--- config.mk ---
export PLATFORM = sky130hd
export DESIGN_NAME = add_sub_seq_ctrl_flat
export DESIGN_NICKNAME = d
export VERILOG_FILES = /design/src/rtl/add_sub_seq_ctrl_if.sv /design/src/rtl/add_sub_seq_ctrl.sv /design/src/flat_wrapper.sv
export SDC_FILE = /design/constraint.sdc
export NUM_CORES = 1
export LEC_CHECK = 0
export CORE_UTILIZATION = 45
export DETAILED_ROUTE_END_ITERATION = 10
export PLACE_DENSITY = 0.78
export SLEW_MARGIN = 10
export SYNTH_ARGS = -nofsm -noshare
export SYNTH_HDL_FRONTEND = slang
export SYNTH_SLANG_ARGS = --single-unit
--- constraint.sdc ---
create_clock -name clk -period 5.49 [get_ports clk]
set_clock_uncertainty 0.15 [all_clocks]
set_input_delay 1.647 -clock clk [delete_from_list [all_inputs] [get_ports clk]]
set_output_delay 1.647 -clock clk [all_outputs]
set_load 0.1 [all_outputs]
--- src/rtl/add_sub_seq_ctrl_if.sv ---
// Request/response bus for the slice-serial add/subtract sequencer.
// The issuing/consuming side takes the master modport, the sequencer the slave.
interface add_sub_seq_ctrl_if #(
    parameter int N_SLICES = 2
) ();
    localparam int WIDTH = 32 * N_SLICES;

    logic             in_valid;
    logic             in_ready;
    logic [WIDTH-1:0] A;
    logic [WIDTH-1:0] B;
    logic             Invert_B;
    logic             C_in;
    logic             out_valid;
    logic             out_ready;
    logic [WIDTH-1:0] Sum;
    logic             C_out;
    logic             Overflow;
    logic             busy;

    modport master (
        output in_valid, A, B, Invert_B, C_in, out_ready,
        input  in_ready, out_valid, Sum, C_out, Overflow, busy
    );

    modport slave (
        input  in_valid, A, B, Invert_B, C_in, out_ready,
        output in_ready, out_valid, Sum, C_out, Overflow, busy
    );
endinterface

--- src/rtl/add_sub_seq_ctrl.sv ---
// Slice-serial add/subtract sequencer: one shared 32-bit adder slice processes
// the operands least-significant slice first, one slice per clock, carrying
// between slices through a register. All outputs come straight from flops.

// 32-bit adder slice with optional inversion of the B operand.
module full_adder_32bit (
    input  logic [31:0] a,
    input  logic [31:0] b,
    input  logic        invert_b,
    input  logic        c_in,
    output logic [31:0] sum,
    output logic        c_out
);
    logic [31:0] b_eff_s;
    logic [32:0] total_s;

    // Add A, the (optionally inverted) B and the carry-in in one 33-bit sum.
    always_comb begin
        b_eff_s = invert_b ? ~b : b;
        total_s = {1'b0, a} + {1'b0, b_eff_s} + {32'd0, c_in};
        sum     = total_s[31:0];
        c_out   = total_s[32];
    end
endmodule

module add_sub_seq_ctrl #(
    parameter int N_SLICES = 2
) (
    input  logic                    clk,
    input  logic                    rst_n,
    add_sub_seq_ctrl_if.slave       bus
);
    localparam int WIDTH = 32 * N_SLICES;
    localparam int IDX_W = (N_SLICES > 1) ? $clog2(N_SLICES) : 1;
    localparam logic [IDX_W-1:0] IDX_LAST = IDX_W'(N_SLICES - 1);

    typedef enum logic [1:0] {
        IDLE = 2'd0,
        RUN  = 2'd1,
        DONE = 2'd2
    } state_t;

    state_t           state_q,     state_d;
    logic [IDX_W-1:0] idx_q,       idx_d;
    logic [WIDTH-1:0] a_q,         a_d;
    logic [WIDTH-1:0] b_q,         b_d;
    logic             inv_q,       inv_d;
    logic             carry_q,     carry_d;
    logic [WIDTH-1:0] sum_q,       sum_d;
    logic             c_out_q,     c_out_d;
    logic             ovf_q,       ovf_d;
    logic             in_ready_q,  in_ready_d;
    logic             out_valid_q, out_valid_d;
    logic             busy_q,      busy_d;

    logic [IDX_W+4:0] shift_s;
    logic [WIDTH-1:0] a_shift_s;
    logic [WIDTH-1:0] b_shift_s;
    logic [31:0]      a_slice_s;
    logic [31:0]      b_slice_s;
    logic [31:0]      slice_sum_s;
    logic             slice_cout_s;
    logic             msb_carry_in_s;

    // Pick the operand slice addressed by the slice counter.
    always_comb begin
        shift_s   = {idx_q, 5'd0};
        a_shift_s = a_q >> shift_s;
        b_shift_s = b_q >> shift_s;
        a_slice_s = a_shift_s[31:0];
        b_slice_s = b_shift_s[31:0];
    end

    full_adder_32bit u_slice (
        .a        (a_slice_s),
        .b        (b_slice_s),
        .invert_b (inv_q),
        .c_in     (carry_q),
        .sum      (slice_sum_s),
        .c_out    (slice_cout_s)
    );

    // Carry into the top bit, recovered from its sum bit; only meaningful on the last slice.
    always_comb begin
        msb_carry_in_s = a_slice_s[31] ^ (b_slice_s[31] ^ inv_q) ^ slice_sum_s[31];
    end

    // Next-state and datapath update for the IDLE/RUN/DONE sequencer.
    always_comb begin
        state_d = state_q;
        idx_d   = idx_q;
        a_d     = a_q;
        b_d     = b_q;
        inv_d   = inv_q;
        carry_d = carry_q;
        sum_d   = sum_q;
        c_out_d = c_out_q;
        ovf_d   = ovf_q;

        case (state_q)
            IDLE: begin
                if (bus.in_valid && in_ready_q) begin
                    a_d     = bus.A;
                    b_d     = bus.B;
                    inv_d   = bus.Invert_B;
                    carry_d = bus.C_in;
                    idx_d   = {IDX_W{1'b0}};
                    state_d = RUN;
                end else begin
                    state_d = IDLE;
                end
            end
            RUN: begin
                sum_d   = (sum_q & ~(WIDTH'(32'hFFFF_FFFF) << shift_s))
                        | (WIDTH'(slice_sum_s) << shift_s);
                carry_d = slice_cout_s;
                if (idx_q == IDX_LAST) begin
                    c_out_d = slice_cout_s;
                    ovf_d   = msb_carry_in_s ^ slice_cout_s;
                    idx_d   = {IDX_W{1'b0}};
                    state_d = DONE;
                end else begin
                    idx_d   = idx_q + IDX_W'(1);
                    state_d = RUN;
                end
            end
            DONE: begin
                if (bus.out_ready) begin
                    state_d = IDLE;
                end else begin
                    state_d = DONE;
                end
            end
            default: begin
                state_d = IDLE;
                idx_d   = {IDX_W{1'b0}};
            end
        endcase

        in_ready_d  = (state_d == IDLE);
        out_valid_d = (state_d == DONE);
        busy_d      = (state_d != IDLE);
    end

    // State, datapath and output registers with synchronous active-low reset.
    always_ff @(posedge clk) begin
        if (!rst_n) begin
            state_q     <= IDLE;
            idx_q       <= {IDX_W{1'b0}};
            a_q         <= {WIDTH{1'b0}};
            b_q         <= {WIDTH{1'b0}};
            inv_q       <= 1'b0;
            carry_q     <= 1'b0;
            sum_q       <= {WIDTH{1'b0}};
            c_out_q     <= 1'b0;
            ovf_q       <= 1'b0;
            in_ready_q  <= 1'b1;
            out_valid_q <= 1'b0;
            busy_q      <= 1'b0;
        end else begin
            state_q     <= state_d;
            idx_q       <= idx_d;
            a_q         <= a_d;
            b_q         <= b_d;
            inv_q       <= inv_d;
            carry_q     <= carry_d;
            sum_q       <= sum_d;
            c_out_q     <= c_out_d;
            ovf_q       <= ovf_d;
            in_ready_q  <= in_ready_d;
            out_valid_q <= out_valid_d;
            busy_q      <= busy_d;
        end
    end

    assign bus.in_ready  = in_ready_q;
    assign bus.out_valid = out_valid_q;
    assign bus.Sum       = sum_q;
    assign bus.C_out     = c_out_q;
    assign bus.Overflow  = ovf_q;
    assign bus.busy      = busy_q;
endmodule

--- src/flat_wrapper.sv ---
// flat-port wrapper written by rule: the top's interface ports become plain ports
module add_sub_seq_ctrl_flat 
#(
    parameter int N_SLICES = 2
)
  (clk, rst_n, bus_in_valid, bus_A, bus_B, bus_Invert_B, bus_C_in, bus_out_ready, bus_in_ready, bus_out_valid, bus_Sum, bus_C_out, bus_Overflow, bus_busy);
  add_sub_seq_ctrl_if #(.N_SLICES(N_SLICES)) bus_i ();
  input  logic clk;
  input  logic rst_n;
  input wire logic [$bits(bus_i.in_valid)-1:0] bus_in_valid;
  input wire logic [$bits(bus_i.A)-1:0] bus_A;
  input wire logic [$bits(bus_i.B)-1:0] bus_B;
  input wire logic [$bits(bus_i.Invert_B)-1:0] bus_Invert_B;
  input wire logic [$bits(bus_i.C_in)-1:0] bus_C_in;
  input wire logic [$bits(bus_i.out_ready)-1:0] bus_out_ready;
  output wire logic [$bits(bus_i.in_ready)-1:0] bus_in_ready;
  output wire logic [$bits(bus_i.out_valid)-1:0] bus_out_valid;
  output wire logic [$bits(bus_i.Sum)-1:0] bus_Sum;
  output wire logic [$bits(bus_i.C_out)-1:0] bus_C_out;
  output wire logic [$bits(bus_i.Overflow)-1:0] bus_Overflow;
  output wire logic [$bits(bus_i.busy)-1:0] bus_busy;
  assign bus_i.in_valid = bus_in_valid;
  assign bus_i.A = bus_A;
  assign bus_i.B = bus_B;
  assign bus_i.Invert_B = bus_Invert_B;
  assign bus_i.C_in = bus_C_in;
  assign bus_i.out_ready = bus_out_ready;
  assign bus_in_ready = bus_i.in_ready;
  assign bus_out_valid = bus_i.out_valid;
  assign bus_Sum = bus_i.Sum;
  assign bus_C_out = bus_i.C_out;
  assign bus_Overflow = bus_i.Overflow;
  assign bus_busy = bus_i.busy;
  add_sub_seq_ctrl #(.N_SLICES(N_SLICES)) u_core (.clk(clk), .rst_n(rst_n), .bus(bus_i));
endmodule
# Word-level counts from Yosys, hierarchy flattened
# Index checks and enable logic that the tools add are counted.
word_totals:
  input_bits: 134
  output_inout_bits: 69
  regBits: 202
  word_cells: 51
op_classes:
  eq_ne: 4
  addsub: 3
  shifts: 4
  n_mux: 10
  reduce_logical: 9
  bitwise_logic: 9
op_table:
  columns: ["cell", "n"]
  rows:
  - ["$shr A64 B6 Y32", 2]
  - ["$and A64 B64 Y64", 1]
  - ["$not A64 Y64", 1]
  - ["$or A64 B64 Y64", 1]
  - ["$shl A32 B6 Y64", 1]
  - ["$shl A32 B6 Y64 const A", 1]
  - ["$add A32 B32 Y33", 1]
  - ["$add A33 B1 Y33", 1]
  - ["$mux W32", 1]
  - ["$not A32 Y32", 1]
  - ["$reduce_and A2 Y1", 4]
  - ["$pmux W2 S3", 1]
  - ["$eq A2 B2 Y1 const B", 2]
  - ["$logic_not A2 Y1", 2]
  - ["$mux W1", 4]
  - ["$mux W2", 2]
  - ["$reduce_bool A2 Y1", 2]
  - ["$xor A1 B1 Y1", 4]
  - ["$pmux W1 S3", 1]
  - ["$eq A2 B1 Y1 const B", 1]
  - ["$ne A2 B1 Y1 const B", 1]
  - ["$pmux W1 S2", 1]
  - ["$add A1 B1 Y1 const B", 1]
  - ["$logic_and A1 B1 Y1", 1]
  - ["$not A1 Y1", 1]

# Longest topological paths before layout
# Gate-level depths: netlist of run 1.
depth:
  depth_word: 7
  depth_mapped: 15
  ltp_nobuf: 13

# By module
# From an unflattened synthesis of run 1, not the netlist that was laid out.
hier_totals:
  hier_cells: 1231
  hier_area_um2: 10331.2
modules_own_cells:
  columns: ["module", "seq_area_each_um2", "n_inst", "area_each_um2", "cells_per_inst"]
  rows:
  - ["add_sub_seq_ctrl", 4043.9, 1, 8300.5, 947]
  - ["full_adder_32bit", 0.0, 1, 2030.7, 284]

# Worst setup path before layout of run 1
# No wires, ideal clock.
synth_path:
  path_kind: "register to register"
  startpoint: "register u_core.idx_q"
  endpoint: "register u_core.carry_q"
  period_less_slack_ps: 3931
  path_buffers: 3
  setup_slack_ps: 1559
  t_arrival_ps: 3666
  path_stages_with_launch: 15
  cell_sequence: "dfxtp_1 > clkbuf_1 > clkbuf_1 > clkbuf_1 > mux2i_1 > xnor2_1 > ha_1 > a21o_1 > a21o_1 > a21o_1 > a221o_1 > a22o_1 > o32ai_2 > o221ai_1 > and2_1"
synth_between:
  elab_chain_len: 6
synth_rtl:
  columns: ["element", "line", "text"]
  rows:
  - ["start, declared", "add_sub_seq_ctrl.sv:44", "logic [IDX_W-1:0] idx_q, idx_d;"]
  - ["start signal, assigned", "add_sub_seq_ctrl.sv:149", "idx_q <= {IDX_W{1'b0}};"]
  - ["start signal, assigned", "add_sub_seq_ctrl.sv:162", "idx_q <= idx_d;"]
  - ["$shr A64 B6 Y32", "add_sub_seq_ctrl.sv:69", "b_shift_s = b_q >> shift_s;"]
  - ["$not A32 Y32", "add_sub_seq_ctrl.sv:19", "b_eff_s = invert_b ? ~b : b;"]
  - ["$mux W32", "add_sub_seq_ctrl.sv:19", null]
  - ["$add A32 B32 Y33 *", "add_sub_seq_ctrl.sv:20", "total_s = {1'b0, a} + {1'b0, b_eff_s} + {32'd0, c_in};"]
  - ["$add A33 B1 Y33 *", "add_sub_seq_ctrl.sv:20", null]
  - ["$pmux W1 S2 *", "add_sub_seq_ctrl.sv:100", "case (state_q)"]
  - ["end signal, assigned", "add_sub_seq_ctrl.sv:166", "carry_q <= carry_d;"]
  - ["end, declared", "add_sub_seq_ctrl.sv:48", "logic carry_q, carry_d;"]
# Mark *: on every way between the ends. The rest lies on a longest branch, timed or not.
# A chain may end at the register's enable or synchronous reset.

==> results of run 1 <==
worst reg2reg max path: cells and delay by family, from the launching register on:
kind / cells / cell delay [ps]
compound gates: 7 / 1670
xor+xnor: 2 / 460
fa+ha+maj: 2 / 660
buf+inv: 1 / 60
mux: 1 / 320
flops: 1 / 760
placed cells by master (no fill, tap or decap), drive strengths merged, types with 4 or more instances in the layout:
master           n
nor2            51
buf             12
a21boi           4
nand3           26
and3             5
nand4            5
xnor2           43
mux2i           33
a211oi          13
nor2b            5
or3              9
o31ai            7
o211ai           4
a21o            20
a21oi          196
o21a             7
o311ai          10
dfxtp          202
ha              31
nand2          345
o21bai           9
a31oi            5
clkdlybuf4s50  202
and2             5
mux2            31
xor2             7
inv             13
o21ai           19
nor3             4
nand2b           4
clkbuf          32
worst max-delay path by stage:
| stage | startpoint | endpoint | slack, ps |
|---|---|---|---|
| after global placement | u_core.idx_q$_SDFFE_PN0P_ | flop | 1360 |
| after global routing | u_core.idx_q$_SDFFE_PN0P_ | flop | 1060 |
| after CTS | u_core.idx_q$_SDFFE_PN0P_ | flop | 1340 |
| after detailed placement | u_core.idx_q$_SDFFE_PN0P_ | flop | 1350 |
| final | u_core.idx_q$_SDFFE_PN0P_ | flop | 1300 |
| after floorplan | u_core.idx_q$_SDFFE_PN0P_ | u_core.carry_q$_SDFFE_PN0P_ | 1560 |
routing by layer:
metal,wire length [um],global-route usage,up-vias
met1,13400,0.365,4152
met3,1710,0.0312,33
met4,391,0.0485,0
li1,-,-,4484
met5,0,0,-
met2,11500,0.354,313
final cells by class:
cell class              instances  share of cell area
clock inverters                 5             0.00604
repair buffers                214               0.170
well taps                     275              0.0272
inverters                      12             0.00376
multi-input cells             928               0.424
flip-flops and latches        202               0.321
clock buffers                  32              0.0482
through the flow:
| step | std cells | utilization | power, mW | setup slack (ps) | hold WS (ps) |
|---|---|---|---|---|---|
| detailed placement | 1631 | 0.565 | 2.72 | 1350 | 297 |
| global placement | 1631 | 0.565 | 2.71 | 1360 | 290 |
| global route | 1668 | 0.597 | 4.28 | 1060 | 320 |
| finish | 1668 | 0.597 | 4.11 | 1300 | 302 |
| CTS | 1668 | 0.597 | 4.13 | 1340 | 305 |
| floorplan | 1225 | - | 2.38 | 1560 | 283 |
cells by family (layout without fill, tap and decap cells):
| logic type | Yosys count | count (layout) | share of synthesized area |
|---|---|---|---|
| and+or+nand+nor | 466 | 466 | 0.195 |
| AOI/OAI and AO/OA | 315 | 315 | 0.194 |
| DFF | 202 | 202 | 0.415 |
| buffers and inverters | 95 | 263 | 0.0369 |
| muxes | 64 | 64 | 0.0697 |
| xor gates and xnor gates | 50 | 50 | 0.0449 |
| adders and majority gates | 33 | 33 | 0.0439 |
power groups by stage:
stage	Clock [mW]	Combinational (mW)	Sequential (mW)
after floorplan	0	0.543	1.84
after global placement	0	1.04	1.67
after detailed placement	0	1.05	1.67
after CTS	1.44	1.05	1.64
after global routing	1.49	1.14	1.65
final	1.41	1.06	1.64
==> results_dict.tcl, run 1 <==
set metrics [dict create \
    fmax_mhz 239 \
    hold_class "reg -> reg" \
    power.leakage_nw 4.75 \
    synthTopCellsByCount "nand2_1, dfxtp_1, a21oi_1, clkbuf_1, nor2_1" \
    die_y_um 149 \
    wl_per_cell_um 16.1 \
    cts_tree "done" \
    syn_nets 1392 \
    rr_worst_depth 13 \
    start_util 0.461 \
    cp.buffers_inverters 1 \
    hold_depth 2 \
    n_antenna_cell 0 \
    drc 0 \
    clk_latency_ps 510 \
    critPathTopFamily "compound AO/OA/AOI/OAI gates" \
    slew_headroom 0.301 \
    gp_congestion 0.875 \
    required_ps 5720 \
    cts_root_buf "clkbuf_16" \
    dr_total_vias 8982 \
    numCtsBuffers 22 \
    htreeDepth 1 \
    dp_hpwl_um 19800 \
    synthTopCellsByArea "dfxtp_1, nand2_1, a21oi_1" \
    grt_pass1_vias 8141 \
    clockBufferDepth 3 \
    p_comb_frac 0.258 \
    cp.arrival_ps 4410 \
    synth_top_flop_cell "dfxtp_1" \
    gr-usage-all-layers 0.239 \
    reg2reg_from "u_core.idx_q$_SDFFE_PN0P_" \
    ctsHoldBuffers 0 \
    avgSynthCellArea_um2 7.95 \
    p_sw_mw 1.34 \
    fillers 1912 \
    critPathSlowestCell "dfxtp_4" \
    powerDensity_nw_per_um2 326 \
    p_seq_frac 0.398 \
    post-cts-setup-buffers 0 \
    grt_overflow 0 \
    path_clk_slew_ps 60 \
    yosysMostFrequentCell "nand2_1" \
    path_cells "mux2i_1, xor2_1, fa_1, inv_1, fa_1, a211oi_1, o21bai_1, a21oi_1, o21ai_0, a311o_1, a31oi_1, xnor2_1, o21ai_0" \
    ant_nets 0 \
    rows 53 \
    p_int_mw 2.77 \
    max_stage_delay_ps 760 \
    tightest_slew_ps 1050 \
    portBuffers 202 \
    netlist.area_leader.share 0.415 \
    via_per_inst 5.38 \
    ys_seq_area_frac 0.415 \
    end_kind "flop" \
    setup_tns_ps 0 \
    ys_types 57 \
    register_area_um2 4050 \
    crit_fanout 39 \
    switching_share 0.327 \
    outcome "completed" \
    ys_ff_latch 202 \
    antenna_found_initial 0 \
    multi_input_area_um2 5350 \
    crit_type "reg -> reg" \
    core_area_um2 21200 \
    ff2ff_setup_slack_ps 1300 \
    place_area_um2 11900 \
    maxSlewViolCount 0 \
    grt_pass1_wl_um 42400 \
    design_area_um2 12600 \
    yosys_warnings 0 \
    synth-edff-count 0 \
    peakVddDrop_mv 0.216 \
    yosysTopAreaCell "dfxtp_1" \
    drt-pass1-iter-count 5 \
    fin_crit_sh 0.763 \
    synthCells 1225 \
    finalSetupViolations 0 \
    ctsResizeCount 0 \
    postRouteWirelength_um 26900 \
    syn_to_final_growth_pct 29.6 \
    syn-cell-area_um2 9740 \
    p_clk_frac 0.344 \
    rsz0062_at_grt "no" \
    async_flop_share 0 \
    hold_viol_final 0 \
    start_kind "flop" \
    die_w_um 149 \
    drv_cap 0 \
    clock_sinks 202 \
    finalNetCount 1547 \
    io_pins 203 \
    period_needed_ps 4190 \
    cp.depth 13 \
    die_area_um2 22200 \
    grt_max_degree 131 \
    drt_iter0_drc 547 \
    drive_above_1_share 0.0625 \
]
(Power assumes the default switching activity.)
==> inputs of run 2 (changes only) <==
==> constraint.sdc (replaced) <==
create_clock -name clk -period 4.1 [get_ports clk]
set_clock_uncertainty 0.15 [all_clocks]
set_input_delay 1.23 -clock clk [delete_from_list [all_inputs] [get_ports clk]]
set_output_delay 1.23 -clock clk [all_outputs]
set_load 0.1 [all_outputs]
==> results_dict.tcl, run 2 (synthesized netlist as in run 1, its figures left out) <==
set metrics [dict create \
    syn_to_final_growth_pct 28.9 \
    ant_nets 0 \
    die_y_um 149 \
    setup_tns_ps 0 \
    cp.arrival_ps 3940 \
    clockBufferDepth 3 \
    critPathTopFamily "compound AO/OA/AOI/OAI gates" \
    cp.buffers_inverters 2 \
    dr_total_vias 8981 \
    finalNetCount 1553 \
    ctsResizeCount 0 \
    post-cts-setup-buffers 0 \
    switching_share 0.324 \
    clock_sinks 202 \
    htreeDepth 1 \
    crit_type "reg -> reg" \
    hold_slack_ps 298 \
    crit_fanout 13 \
    peakVddDrop_mv 0.246 \
    place_area_um2 11900 \
    layout_commonest_cell "nand2_1" \
    path_clk_slew_ps 60 \
    drc 0 \
    start_kind "flop" \
    design_area_um2 12600 \
    outcome "completed" \
    ff2ff_setup_slack_ps 400 \
    finalPower_mw 5.54 \
    crit_top_cell "fa_1" \
    clk_latency_ps 500 \
    period_needed_ps 3700 \
    grt_pass1_wl_um 42800 \
    grt_pass1_vias 8229 \
    gp_congestion 0.923 \
    final_cell_mix "nand2_1, dfxtp_1, a21oi_1, clkdlybuf4s50_1, buf_4" \
    dp_hpwl_um 20000 \
    p_comb_frac 0.258 \
    grt_overflow 0 \
    drive_above_1_share 0.120 \
    io_pins 203 \
    core_area_um2 21200 \
    maxSlewViolCount 0 \
    layout.core_utilization 0.594 \
    drt-pass1-iter-count 5 \
    ctsHoldBuffers 0 \
    finalSetupViolations 0 \
    gr-usage-all-layers 0.240 \
    rsz0062_at_grt "no" \
    die_area_um2 22200 \
    antenna_found_initial 0 \
    path_cells "buf_4, mux2i_1, fa_1, inv_1, fa_1, a211oi_1, o21bai_1, a211o_1, nand4_2, a21boi_1, o32ai_2, o221ai_1, and2_1" \
    p_seq_frac 0.393 \
    fmax_mhz 270 \
    slew_headroom 0.512 \
    critPathSlowestCell "dfxtp_4" \
    die_w_um 149 \
    max_stage_delay_ps 420 \
    numCtsBuffers 22 \
    grt_max_degree 131 \
    hold_viol_final 0 \
    cts_root_buf "clkbuf_16" \
    end_kind "flop" \
    powerDensity_nw_per_um2 441 \
    power.leakage_nw 4.94 \
    via_per_inst 5.36 \
    p_sw_mw 1.80 \
    n_antenna_cell 0 \
    drv_cap 0 \
    p_clk_frac 0.349 \
    hold_class "reg -> reg" \
    portBuffers 202 \
    p_int_mw 3.74 \
    start_util 0.461 \
    drt_iter0_drc 643 \
    cts_tree "done" \
    postRouteWirelength_um 27000 \
    required_ps 4340 \
    fin_crit_sh 0.903 \
    rows 53 \
    wl_per_cell_um 16.1 \
    tightest_slew_ps 733 \
]
-- run 2: cell types whose count changed in the layout (fill, tap and decap cells not counted) --
cell	delta
buf_12	+3
clkbuf_16	+1
clkbuf_8	+1
clkinv_8	-2
clkdlybuf4s50_1	-69
clkbuf_1	-6
clkinvlp_4	+2
buf_4	+72
clkinv_2	+4
-- run 2: final timing paths --
kind                          startpoint                          end  cells after the start
max            u_core.idx_q$_SDFFE_PN0P_  u_core.carry_q$_SDFFE_PN0P_                     13
min          u_core.a_q[10]$_SDFFE_PN0P_  u_core.a_q[10]$_SDFFE_PN0P_                      2
max reg2reg    u_core.idx_q$_SDFFE_PN0P_  u_core.carry_q$_SDFFE_PN0P_                     13
min reg2reg  u_core.a_q[10]$_SDFFE_PN0P_  u_core.a_q[10]$_SDFFE_PN0P_                      2
-- run 2: area by class of cell --
class / instances / area [um^2]
clock inverter: 9 / 78.8
tap: 275 / 344
multi-input combinational: 928 / 5350
timing repair buffer: 220 / 2060
sequential: 202 / 4050
fill: 1891 / 8600
inverter: 12 / 47.5
clock buffer: 28 / 624
-- run 2: metal layers --
layer / routed length, um / global-route usage / up-vias
li1: - / - / 4519
met1: 13300 / 0.367 / 4106
met2: 11400 / 0.354 / 331
met3: 1890 / 0.0306 / 25
met4: 375 / 0.0526 / 0
met5: 0 / 0 / -
-- run 2: metrics by stage --
stage          instances  setup slack, ps
6_report            1674              396
2_1_floorplan       1225              169
5_1_grt             1674              121
3_3_place_gp        1637              546
4_1_cts             1674              409
3_5_place_dp        1637              439
-- run 2: power by group through the flow --
stage / clock network [mW] / logic (mW) / registers, mW
after floorplan: 0 / 0.727 / 2.46
after global placement: 0 / 1.40 / 2.21
after detailed placement: 0 / 1.42 / 2.22
after CTS: 1.96 / 1.42 / 2.18
after global routing: 2.04 / 1.55 / 2.19
final: 1.93 / 1.43 / 2.18
-- run 2: tightest hold or removal path, delay by kind of cell, from the launching register on --
family	cells	cell delay, ps
AO/OA/AOI/OAI	1	50
AND/OR/NAND/NOR	1	50
flip-flops	1	300
